File: config.mk
export PLATFORM = sky130hd
export DESIGN_NAME = dsm_frac_div
export DESIGN_NICKNAME = d
export VERILOG_FILES = /design/src/rtl/dsm_frac_div_pkg.sv /design/src/rtl/dsm_period_calc.sv /design/src/rtl/dsm_frac_div.sv
export SDC_FILE = /design/constraint.sdc
export NUM_CORES = 1
export LEC_CHECK = 0
export BUFFER_PORTS_ARGS = -buffer_cell sky130_fd_sc_hd__buf_2
export CAP_MARGIN = 25
export CORE_MARGIN = 2
export CORE_UTILIZATION = 36
export CTS_BUF_LIST = sky130_fd_sc_hd__clkbuf_8 sky130_fd_sc_hd__clkbuf_16
export CTS_CLUSTER_DIAMETER = 30
export DETAILED_ROUTE_END_ITERATION = 10
export PLACE_DENSITY_LB_ADDON = 0.25
export SLEW_MARGIN = 40
export SYNTH_ARGS = -nofsm -noshare
export SYNTH_HDL_FRONTEND = slang
export SYNTH_SLANG_ARGS = --single-unit
File: constraint.sdc
create_clock -name clk -period 2.3 [get_ports clk]
set_input_delay 0.345 -clock clk [delete_from_list [all_inputs] [get_ports clk]]
set_output_delay 0.345 -clock clk [all_outputs]
set_load 0.1 [all_outputs]
File: src/rtl/dsm_frac_div_pkg.sv
// dsm_frac_div_pkg: shared state encoding, parameter defaults and bus addresses for the fractional divider
package dsm_frac_div_pkg;
    typedef enum logic [1:0] {
        IDLE  = 2'd0,
        LOAD  = 2'd1,
        COUNT = 2'd2
    } state_e;
    localparam int CNT_W_DEF = 8;
    localparam int DSM_W_DEF = 5;
    localparam int N_MIN_DEF = 2;
    // Register map reserved for the future CPU-facing Wishbone wrapper
    localparam logic [7:0] DSM_FRAC_DIV_WB_CTRL   = 8'h00;
    localparam logic [7:0] DSM_FRAC_DIV_WB_NINT   = 8'h04;
    localparam logic [7:0] DSM_FRAC_DIV_WB_PERIOD = 8'h08;
    localparam logic [7:0] DSM_FRAC_DIV_WB_STATUS = 8'h0C;
endpackage

File: src/rtl/dsm_period_calc.sv
// dsm_period_calc: adds the signed DSM sample to the integer ratio and clamps to the legal period range
module dsm_period_calc
    import dsm_frac_div_pkg::*;
#(
    parameter int CNT_W = CNT_W_DEF,
    parameter int DSM_W = DSM_W_DEF,
    parameter int N_MIN = N_MIN_DEF
) (
    input  logic [CNT_W-1:0] n_int,
    input  logic [DSM_W-1:0] dsm_in,
    output logic [CNT_W-1:0] p,
    output logic             clamp_hit
);
    localparam logic signed [CNT_W+1:0] MIN_S = (CNT_W+2)'(N_MIN);
    localparam logic signed [CNT_W+1:0] MAX_S = (CNT_W+2)'((1 << CNT_W) - 1);
    logic signed [CNT_W+1:0] sum;
    logic lo, hi;
    assign sum       = $signed({2'b00, n_int}) + $signed({{(CNT_W+2-DSM_W){dsm_in[DSM_W-1]}}, dsm_in});
    assign lo        = sum < MIN_S;
    assign hi        = sum > MAX_S;
    assign clamp_hit = lo | hi;
    assign p         = lo ? CNT_W'(N_MIN) : hi ? {CNT_W{1'b1}} : sum[CNT_W-1:0];
endmodule

File: src/rtl/dsm_frac_div.sv
// dsm_frac_div: fractional-N divider; each period lasts n_int + dsm_in cycles and advances the DSM once
module dsm_frac_div
    import dsm_frac_div_pkg::*;
#(
    parameter int CNT_W = CNT_W_DEF,
    parameter int DSM_W = DSM_W_DEF,
    parameter int N_MIN = N_MIN_DEF
) (
    input  logic             clk,
    input  logic             reset,
    input  logic             enable,
    input  logic [CNT_W-1:0] n_int,
    input  logic [DSM_W-1:0] dsm_in,
    input  logic             clr_flag,
    output logic             dsm_adv,
    output logic             div_out,
    output logic [CNT_W-1:0] period_o,
    output logic             clamp_flag,
    output logic             busy
);
    state_e           state_q, state_d;
    logic [CNT_W-1:0] cnt_q, cnt_d, period_q, period_d, p;
    logic             strobe_q, strobe_d, flag_q, flag_d, busy_q, clamp_hit, reload;

    dsm_period_calc #(.CNT_W(CNT_W), .DSM_W(DSM_W), .N_MIN(N_MIN)) u_calc (
        .n_int     (n_int),
        .dsm_in    (dsm_in),
        .p         (p),
        .clamp_hit (clamp_hit)
    );

    // enable low wins over a pending reload, so a stop never emits a final pulse
    assign reload = enable && (state_q == LOAD || (state_q == COUNT && cnt_q == '0));

    always_comb begin
        state_d  = state_q;
        cnt_d    = cnt_q;
        period_d = period_q;
        strobe_d = 1'b0;
        flag_d   = flag_q & ~clr_flag;
        unique case (state_q)
            IDLE:    state_d = enable ? LOAD : IDLE;
            LOAD:    state_d = enable ? COUNT : IDLE;
            COUNT:   state_d = enable ? COUNT : IDLE;
            default: state_d = IDLE;
        endcase
        if (state_d == IDLE) begin
            cnt_d = '0;
        end else if (reload) begin
            cnt_d    = p - 1'b1;
            period_d = p;
            strobe_d = 1'b1;
            flag_d   = flag_d | clamp_hit;
        end else if (state_q == COUNT) begin
            cnt_d = cnt_q - 1'b1;
        end
    end

    always_ff @(posedge clk or negedge reset) begin
        if (!reset) begin
            state_q  <= IDLE;
            cnt_q    <= '0;
            period_q <= '0;
            strobe_q <= 1'b0;
            flag_q   <= 1'b0;
            busy_q   <= 1'b0;
        end else begin
            state_q  <= state_d;
            cnt_q    <= cnt_d;
            period_q <= period_d;
            strobe_q <= strobe_d;
            flag_q   <= flag_d;
            busy_q   <= state_d != IDLE;
        end
    end

    assign dsm_adv    = strobe_q;
    assign div_out    = strobe_q;
    assign period_o   = period_q;
    assign clamp_flag = flag_q;
    assign busy       = busy_q;
endmodule

==> results of run 1 <==
[logic make-up (layout without fill, tap and decap cells)]
family          count (synthesis)  in the layout  share of synthesized area (%)
compound gates                 60             60                           26.6
xor+xnor                       10             10                           4.77
fa+ha+maj                      15             15                           10.6
buf+inv                        15            122                           4.09
flops                          21             21                           28.6
mux                             3              3                           1.63
simple gates                   81             81                           23.6
[power breakdown]
group | leakage (nW) | total [mW] | switching [mW] | internal, mW
Clock | 0.0255 | 0.239 | 0.119 | 0.121
Sequential | 0.275 | 0.583 | 0.0851 | 0.498
Combinational | 1.09 | 2.25 | 1.37 | 0.879
[layer usage]
metal	up-vias	GRT usage, %	part of all wire [%]
met5	-	0	0
met4	0	4.09	1.1
met3	7	1.59	3.4
met2	44	35.4	51
met1	943	24.7	45
li1	971	-	-
[final cells by class]
class	count	area, um2
clock inverters	1	5.00
multi-input cells	169	1460
repair inverters	1	7.51
flip-flops and latches	21	526
repair buffers	106	768
inverters	11	45.0
fillers	439	1880
well taps	67	83.8
clock buffers	3	41.3
[repair_timing]
item / in CTS / in global routing
pin swaps: 14 / 17
endpoints found under the setup margin: 17 / 18
endpoints found under the hold margin: 0 / 0
gates cloned: 0 / 1
gates resized for setup: 22 / 25
setup buffers: 12 / 7
[stage by stage]
step,std cells,hold WS (ns)
floorplan,205,0.0494
global placement,361,0.326
detailed placement,361,0.327
CTS,375,0.0356
global route,379,0.0525
finish,379,0.0267
[flip-flops by register name, indices dropped and copies added, names as in the netlist]
register and cells:
state_q 2, cnt_q 8, div_out 1, clamp_flag 1, period_o 8, busy 1
[cells in the final DEF (no fill, tap or decap), types with 6 or more instances in the layout]
cell type,synthesis,layout
ha_1,14,10
buf_4,1,70
nor2_1,18,15
nand2_1,23,20
inv_1,10,10
o21ai_1,1,6
nand3_1,8,6
buf_6,2,10
dfrtp_1,21,21
buf_2,0,26
[cell usage after synthesis (all sizes together), types with 2 or more instances]
master and count:
and3 2, nand2 23, dfrtp 21, inv 10
o21ai 13, a21oi 7, xnor2 5, nand4b 3
mux2i 3, or2 4, a221oi 2, nor2b 2
o21a 2, nand4 4, a21o 6, a311oi 2
buf 3, nor4 2, nor3b 3, xor2 5
a31o 2, a211o 2, nor2 18, ha 14
o211ai 4, a211oi 7, a31oi 3, o22ai 4
nand3 8, nand2b 4, nor3 2
[worst paths after layout]
path                                    startpoint                      end  cells after the start
min in group clk                          clr_flag     clamp_flag$_DFF_PN0_                      2
setup reg to reg              state_q[0]$_DFF_PN0_     cnt_q[5]$_DFFE_PN0P_                     13
hold / removal                               reset  period_o[6]$_DFFE_PN0P_                      1
max in group asynchronous                    reset  period_o[4]$_DFFE_PN0P_                      1
hold reg to reg            period_o[5]$_DFFE_PN0P_  period_o[5]$_DFFE_PN0P_                      2
setup / recovery                          n_int[0]     cnt_q[2]$_DFFE_PN0P_                     14
==> flow_summary.toml, run 1 <==
[setup_path]
critical_path.top_delay_family = "compound AO/OA/AOI/OAI gates"
crit_arrival_ns = 3.26
end_kind = "flip-flop"
r2r_setup_slack_ns = -0.29
worstSetupStartpointType = "input port"
critPathKind = "in2reg"
cpPeakStageDelay_ns = 0.49
cp_cell_sequence = "buf_6 -> ha_4 -> fa_2 -> a21o_1 -> a221oi_4 -> xnor2_2 -> or4b_4 -> o211ai_1 -> a31o_2 -> ha_4 -> nand2_2 -> xnor2_1 -> nor2_1 -> a211oi_2"
cp.required_ns = 2.47
crit_slowest_cell = "or4b_4"
cp_num_buf_inv = 1
crit_fanout = 6
cp_common_cell = "ha_4"

[power_and_ir_drop]
p_leak_nw = 1.39
finalPower_mw = 3.08
irDropWorstVdd_uv = 689
p_per_area_nw_per_um2 = 1050

[die]
die-area_um2 = 5690
rows = 25
die_w_um = 75.4
start_util_pct = 38.1
io_pins = 29
die_h_um = 75.4
coreArea_um2 = 4820

[cells_and_area]
fin_util_pct = 60.9
diodes = 0
finalNetCount = 345
fin_area_um2 = 2940
area_delta_synth_final_pct = 59.8
drive_gt1_share_pct = 52.6

[yosys]
yosys_register_bits = 21
synth_seq_area_share_pct = 28.6
synthFlopType = "dfrtp_1"
synth_edf_count = 0
syn_inst = 205
syn_area_per_cell_um2 = 8.96
yosys-top-cells-area = "dfrtp_1 29%, ha_1 9.5%, nand2_1 4.7%"
yosys.area.top_type_share_pct = 28.6
yosysWarnings = 0
synth_cell_types = 54
ys_async_sr_fraction_pct = 100
syn_area_um2 = 1840
netlist.top_cell.by_area = "dfrtp_1"
syn_nets = 237

[clock_tree]
cts_root_buf = "clkbuf_8"
cts-buffers-inserted = 3
postCtsHoldBufs = 0
htreeDepth = 1
cts_tree = "built"
clock_path_buffers = 2
cts_sinks = 21
clock_latency_ns = 0.26
clk_pin_slew_ns = 0.08

[route]
viasPerCell = 5.18
drt_pass1_iterations = 4
num_vias = 1965
detail_route.iter0.violations = 121
post_drt_wl_per_cell_um = 14.2
remaining_drc_errors = 0
wl_um = 5400
ant_nets = 0

[sta]
fin_crit_sh_pct = 135
fmax_ghz = 0.323
slew_headroom_pct = 67.7
setup_tns_ns = -6.49
worstMarginPinSlew_ns = 0.488
setup_slack_ns = -0.796
finalSetupViolCount = 16
layout_min_cycle_time_ns = 3.10
skew_ns = 0.00578
finalHoldViolations = 0
final_max_slew_viol_count = 0
rsz0062_at_grt = "true"

[global_routing]
grt_pass1_vias = 1914
grt_pass1_wl_um = 8600
overflow = 0
antenna_found_initial = 0
grt_max_degree = 22
grt_util_all_layers_pct = 19.3

[placement]
port_buffers = 28
dp_slack_ns = -1.07
place_congestion = 0.863
dpl_cell_area_um2 = 2580
hpwl_um = 4030

[status]
violations = "negative setup slack"
status = "finished, violations left"

[worst_hold_path]
hp-class = "in2async"

[run]
cap_violations = 0
(Power assumes the default switching activity.)
==> inputs of run 2 (changes only) <==
==> constraint.sdc (replaced) <==
create_clock -name clk -period 3 [get_ports clk]
set_input_delay 0.45 -clock clk [delete_from_list [all_inputs] [get_ports clk]]
set_output_delay 0.45 -clock clk [all_outputs]
set_load 0.1 [all_outputs]
==> run 2 against run 1 <==
Effect of this change:
- the flow still finishes with violations (negative setup slack)
- hold slack improved by 0.11 ns
- die area did not move
- combinational power fell by 34%
- utilization fell by 7.2 points
- sequential power fell by 22%
- non-clock buffer count fell by 23
- via count fell by 8.7%
- sequential share of layout area rose by 2.4 points
- critical path type unchanged
- largest cell class unchanged
==> flow_summary.toml, run 2 (synthesis gave the netlist of run 1 again) <==
[status]
status = "finished, violations left"
violations = "negative setup slack"

[placement]
dp_cells = 345
place_congestion = 0.837
hpwl_um = 3760
port_buffers = 28
dpl_cell_area_um2 = 2450
dp_slack_ns = -0.476

[cells_and_area]
fin_area_um2 = 2590
finalNetCount = 321
final_common_cell = "buf_4"
final_cell_mix = "54 x buf_4, 26 x buf_2, 22 x nand2_1, 21 x dfrtp_1, 18 x nor2_1"
drive_gt1_share_pct = 41.3
final_cells = 355
area_delta_synth_final_pct = 40.9
diodes = 0

[global_routing]
grt_util_all_layers_pct = 17.6
grt_pass1_vias = 1651
grt_max_degree = 22
overflow = 0
grt_pass1_wl_um = 7710
antenna_found_initial = 0

[route]
ant_nets = 0
remaining_drc_errors = 0
wl_um = 4630
viasPerCell = 5.05
post_drt_wl_per_cell_um = 13.0
detail_route.iter0.violations = 69
drt_pass1_iterations = 4
num_vias = 1794

[sta]
fin_hold_ws_ns = 0.138
setup_slack_ns = -0.102
finalSetupViolCount = 4
rsz0062_at_grt = "true"
skew_ns = 0.00671
final_max_slew_viol_count = 0
finalHoldViolations = 0
fmax_ghz = 0.322
slew_headroom_pct = 67.9
worstMarginPinSlew_ns = 0.485
fin_crit_sh_pct = 103
layout_min_cycle_time_ns = 3.10

[setup_path]
crit_fanout = 5
crit_arrival_ns = 3.24
worstSetupStartpointType = "input port"
cp.required_ns = 3.14
critPathKind = "in2reg"
end_kind = "flip-flop"

[clock_tree]
cts_tree = "built"
postCtsHoldBufs = 0
clock_path_buffers = 2
cts_sinks = 21
cts_root_buf = "clkbuf_8"
cts-buffers-inserted = 3
clk_pin_slew_ns = 0.07
htreeDepth = 1
clock_latency_ns = 0.26

[die]
rows = 25
die-area_um2 = 5690
start_util_pct = 38.1
die_w_um = 75.4
coreArea_um2 = 4820
die_h_um = 75.4
io_pins = 29

[power_and_ir_drop]
p_per_area_nw_per_um2 = 819
finalPower_mw = 2.12
p_leak_nw = 1.25
irDropWorstVdd_uv = 480

[worst_hold_path]
hp-class = "in2async"

[run]
cap_violations = 0
[run 2: through the flow]
stage / setup TNS [ns] / util (%)
finish: -0.248 / 53.7
global route: -1.09 / 53.7
CTS: -0.605 / 53.1
detailed placement: -2.84 / 50.8
global placement: -2.10 / 50.8
floorplan: -0.524 / -
[run 2: metal layers]
layer / wire (um) / global-route usage, % / up-vias
met5: 0 / 0 / -
met4: 146 / 8.19 / 0
met3: 84 / 1.32 / 8
met2: 2120 / 29.2 / 31
met1: 2280 / 23.2 / 836
li1: - / - / 919
[run 2: path summary, 6_finish.rpt]
check | depth (start not counted) | start | to | slack, ns
max in group asynchronous | 1 | reset | cnt_q[2]$_DFFE_PN0P_ | 2.54
min in group clk | 2 | clr_flag | clamp_flag$_DFF_PN0_ | 0.36
min | 1 | reset | cnt_q[4]$_DFFE_PN0P_ | 0.14
max | 14 | n_int[0] | cnt_q[6]$_DFFE_PN0P_ | -0.10
max reg2reg | 12 | state_q[0]$_DFF_PN0_ | cnt_q[2]$_DFFE_PN0P_ | 0.40
min reg2reg | 2 | period_o[3]$_DFFE_PN0P_ | period_o[3]$_DFFE_PN0P_ | 0.47
[run 2: report_power, final]
part / switching [mW] / internal (mW)
clock network: 0.0876 / 0.0912
logic: 0.936 / 0.549
registers: 0.0746 / 0.382
total: 1.10 / 1.02
[run 2: cell type report]
cell class / count / area, um2
Sequential cell: 21 / 526
Timing Repair Buffer: 83 / 569
Clock buffer: 3 / 41.3
Multi-Input combinational cell: 169 / 1320
Tap cell: 67 / 83.8
Fill cell: 497 / 2230
Clock inverter: 1 / 3.75
Inverter: 11 / 41.3
[run 2: worst max-delay path, cell delays in order]
cell and delay [ns]:
buf_6 0.10, ha_4 0.15, fa_2 0.35, a21o_1 0.21, a221oi_4 0.30, xnor2_2 0.10, or4b_4 0.49, o211ai_1 0.23
a31o_2 0.23, ha_4 0.16, nand2_2 0.07, nand4b_1 0.18, xor2_1 0.15, o22ai_1 0.08
[run 2: what timing repair did]
item,CTS,global route
setup buffers,5,2
endpoints found under the setup margin,6,8
pin swaps,9,6
resized for setup,7,7
gates cloned,0,0
==> inputs of run 3 (changes only) <==
--- a/config.mk
+++ b/config.mk
@@ -12,8 +12,9 @@
 export CTS_BUF_LIST = sky130_fd_sc_hd__clkbuf_8 sky130_fd_sc_hd__clkbuf_16
 export CTS_CLUSTER_DIAMETER = 30
 export DETAILED_ROUTE_END_ITERATION = 10
+export MAX_ROUTING_LAYER = met4
 export PLACE_DENSITY_LB_ADDON = 0.25
-export SLEW_MARGIN = 40
+export SLEW_MARGIN = 25
 export SYNTH_ARGS = -nofsm -noshare
 export SYNTH_HDL_FRONTEND = slang
 export SYNTH_SLANG_ARGS = --single-unit
==> run 3 against run 2 <==
Effect of this change:
- the flow still finishes with violations (negative setup slack)
- sequential share of layout area fell by 0.39 points
- utilization rose by 1.0 points
- count of clock-buffer cells in the layout stayed put
- non-clock buffer count up 2
- power increased by 3.4%
- global-route usage increased by 0.54 points
- critical path depth unchanged
- critical path type unchanged
- critical endpoint unchanged
==> flow_summary.toml, run 3 (synthesis gave the netlist of run 1 again) <==
[sta]
rsz0062_at_grt = "true"
slew_headroom_pct = 68.3
fin_crit_sh_pct = 104
setup_tns_ns = -0.465
setup_slack_ns = -0.134
fmax_ghz = 0.319
layout_min_cycle_time_ns = 3.13
worstMarginPinSlew_ns = 0.475
finalSetupViolCount = 6
finalHoldViolations = 0
skew_ns = 0.00607
final_max_slew_viol_count = 0
fin_hold_ws_ns = 0.138

[setup_path]
crit_slowest_cell = "or4b_4"
critPathKind = "in2reg"
crit_arrival_ns = 3.27
cp.required_ns = 3.14
cpPeakStageDelay_ns = 0.49
end_kind = "flip-flop"
cp_common_cell = "ha_4"
worstSetupStartpointType = "input port"
cp_cell_sequence = "buf_6 -> ha_4 -> fa_2 -> a21o_1 -> a221oi_4 -> xnor2_2 -> or4b_4 -> o211ai_1 -> a31o_2 -> ha_4 -> nand2_4 -> nand4b_1 -> xor2_1 -> o22ai_1"
crit_fanout = 5

[die]
start_util_pct = 38.1
io_pins = 29
coreArea_um2 = 4820
die-area_um2 = 5690
die_w_um = 75.4
rows = 25
die_h_um = 75.4

[clock_tree]
cts-buffers-inserted = 3
clock_path_buffers = 2
htreeDepth = 1
cts_root_buf = "clkbuf_8"
postCtsHoldBufs = 0
clk_pin_slew_ns = 0.08
clock_latency_ns = 0.26
cts_sinks = 21
cts_tree = "built"

[power_and_ir_drop]
p_per_area_nw_per_um2 = 831
irDropWorstVdd_uv = 481
finalPower_mw = 2.19
p_leak_nw = 1.28

[global_routing]
grt_pass1_wl_um = 7710
grt_max_degree = 22
grt_util_all_layers_pct = 18.1
overflow = 0
grt_pass1_vias = 1647
antenna_found_initial = 0

[placement]
dpl_cell_area_um2 = 2450
port_buffers = 28
hpwl_um = 3760
place_congestion = 0.850

[route]
drt_pass1_iterations = 4
num_vias = 1812
post_drt_wl_per_cell_um = 13.3
remaining_drc_errors = 0
detail_route.iter0.violations = 53
viasPerCell = 5.08
wl_um = 4750
ant_nets = 0

[cells_and_area]
fin_util_pct = 54.8
fin_area_um2 = 2640
diodes = 0
finalNetCount = 323
final_cell_mix = "54 x buf_4, 26 x buf_2, 22 x nand2_1, 21 x dfrtp_1, 17 x nor2_1"
drive_gt1_share_pct = 43.1
area_delta_synth_final_pct = 43.7
final_common_cell = "buf_4"

[status]
status = "finished, violations left"
violations = "negative setup slack"

[run]
cap_violations = 0

[worst_hold_path]
hp-class = "in2async"
==> run 3: cell types whose count changed in the layout (fill, tap and decap cells not counted), sizes merged <==
cell,previous run,this run
buf,83,85
==> run 3: final timing paths <==
path	from	end	slack (ns)	depth (start not counted)
max in group asynchronous	reset	cnt_q[2]$_DFFE_PN0P_	2.54	1
max	n_int[0]	cnt_q[6]$_DFFE_PN0P_	-0.13	14
min	reset	cnt_q[4]$_DFFE_PN0P_	0.14	1
min in group clk	clr_flag	clamp_flag$_DFF_PN0_	0.36	2
max reg2reg	state_q[0]$_DFF_PN0_	cnt_q[5]$_DFFE_PN0P_	0.39	13
min reg2reg	period_o[3]$_DFFE_PN0P_	period_o[3]$_DFFE_PN0P_	0.47	2
==> run 3: where the power goes <==
| part | total, mW | switching, mW | leakage (nW) | internal [mW] |
|---|---|---|---|---|
| Clock | 0.181 | 0.0903 | 0.0269 | 0.0912 |
| Combinational | 1.55 | 0.965 | 0.983 | 0.588 |
| Sequential | 0.459 | 0.0771 | 0.275 | 0.382 |
==> run 3: per-stage QoR <==
step,setup WS (ns),std cells
final,-0.134,357
after detailed placement,-0.476,345
after CTS,-0.137,354
after global placement,-0.390,345
after floorplan,-0.240,205
after global routing,-0.259,357
==> run 3: what timing repair did <==
| item | 4_1_cts | 5_1_grt |
|---|---|---|
| endpoints found under the setup margin | 6 | 8 |
| resized for setup | 7 | 14 |
| gates cloned | 0 | 0 |
| pin swaps | 9 | 10 |
| buffers inserted | 5 | 4 |
==> run 3: cell type report <==
cell class / instances / area (um2)
Clock buffer: 3 / 41.3
Clock inverter: 1 / 3.75
Fill cell: 491 / 2180
Inverter: 11 / 41.3
Multi-Input combinational cell: 169 / 1350
Sequential cell: 21 / 526
Tap cell: 67 / 83.8
Timing Repair Buffer: 85 / 592
==> run 3: critical path: cells and delay by family <==
kind	cells	cell delay (ns)
xor+xnor	2	0.26
simple gates	3	0.74
fa+ha+maj	3	0.68
buf+inv	1	0.10
compound gates	5	1.05
==> run 3: per-layer routing <==
layer | track usage [%] | wire length, um | vias to the layer above
li1 | - | - | 924
met5 | - | 0 | -
met4 | 8.19 | 144 | 0
met1 | 23.2 | 2290 | 847
met3 | 1.32 | 99 | 8
met2 | 29.2 | 2220 | 33
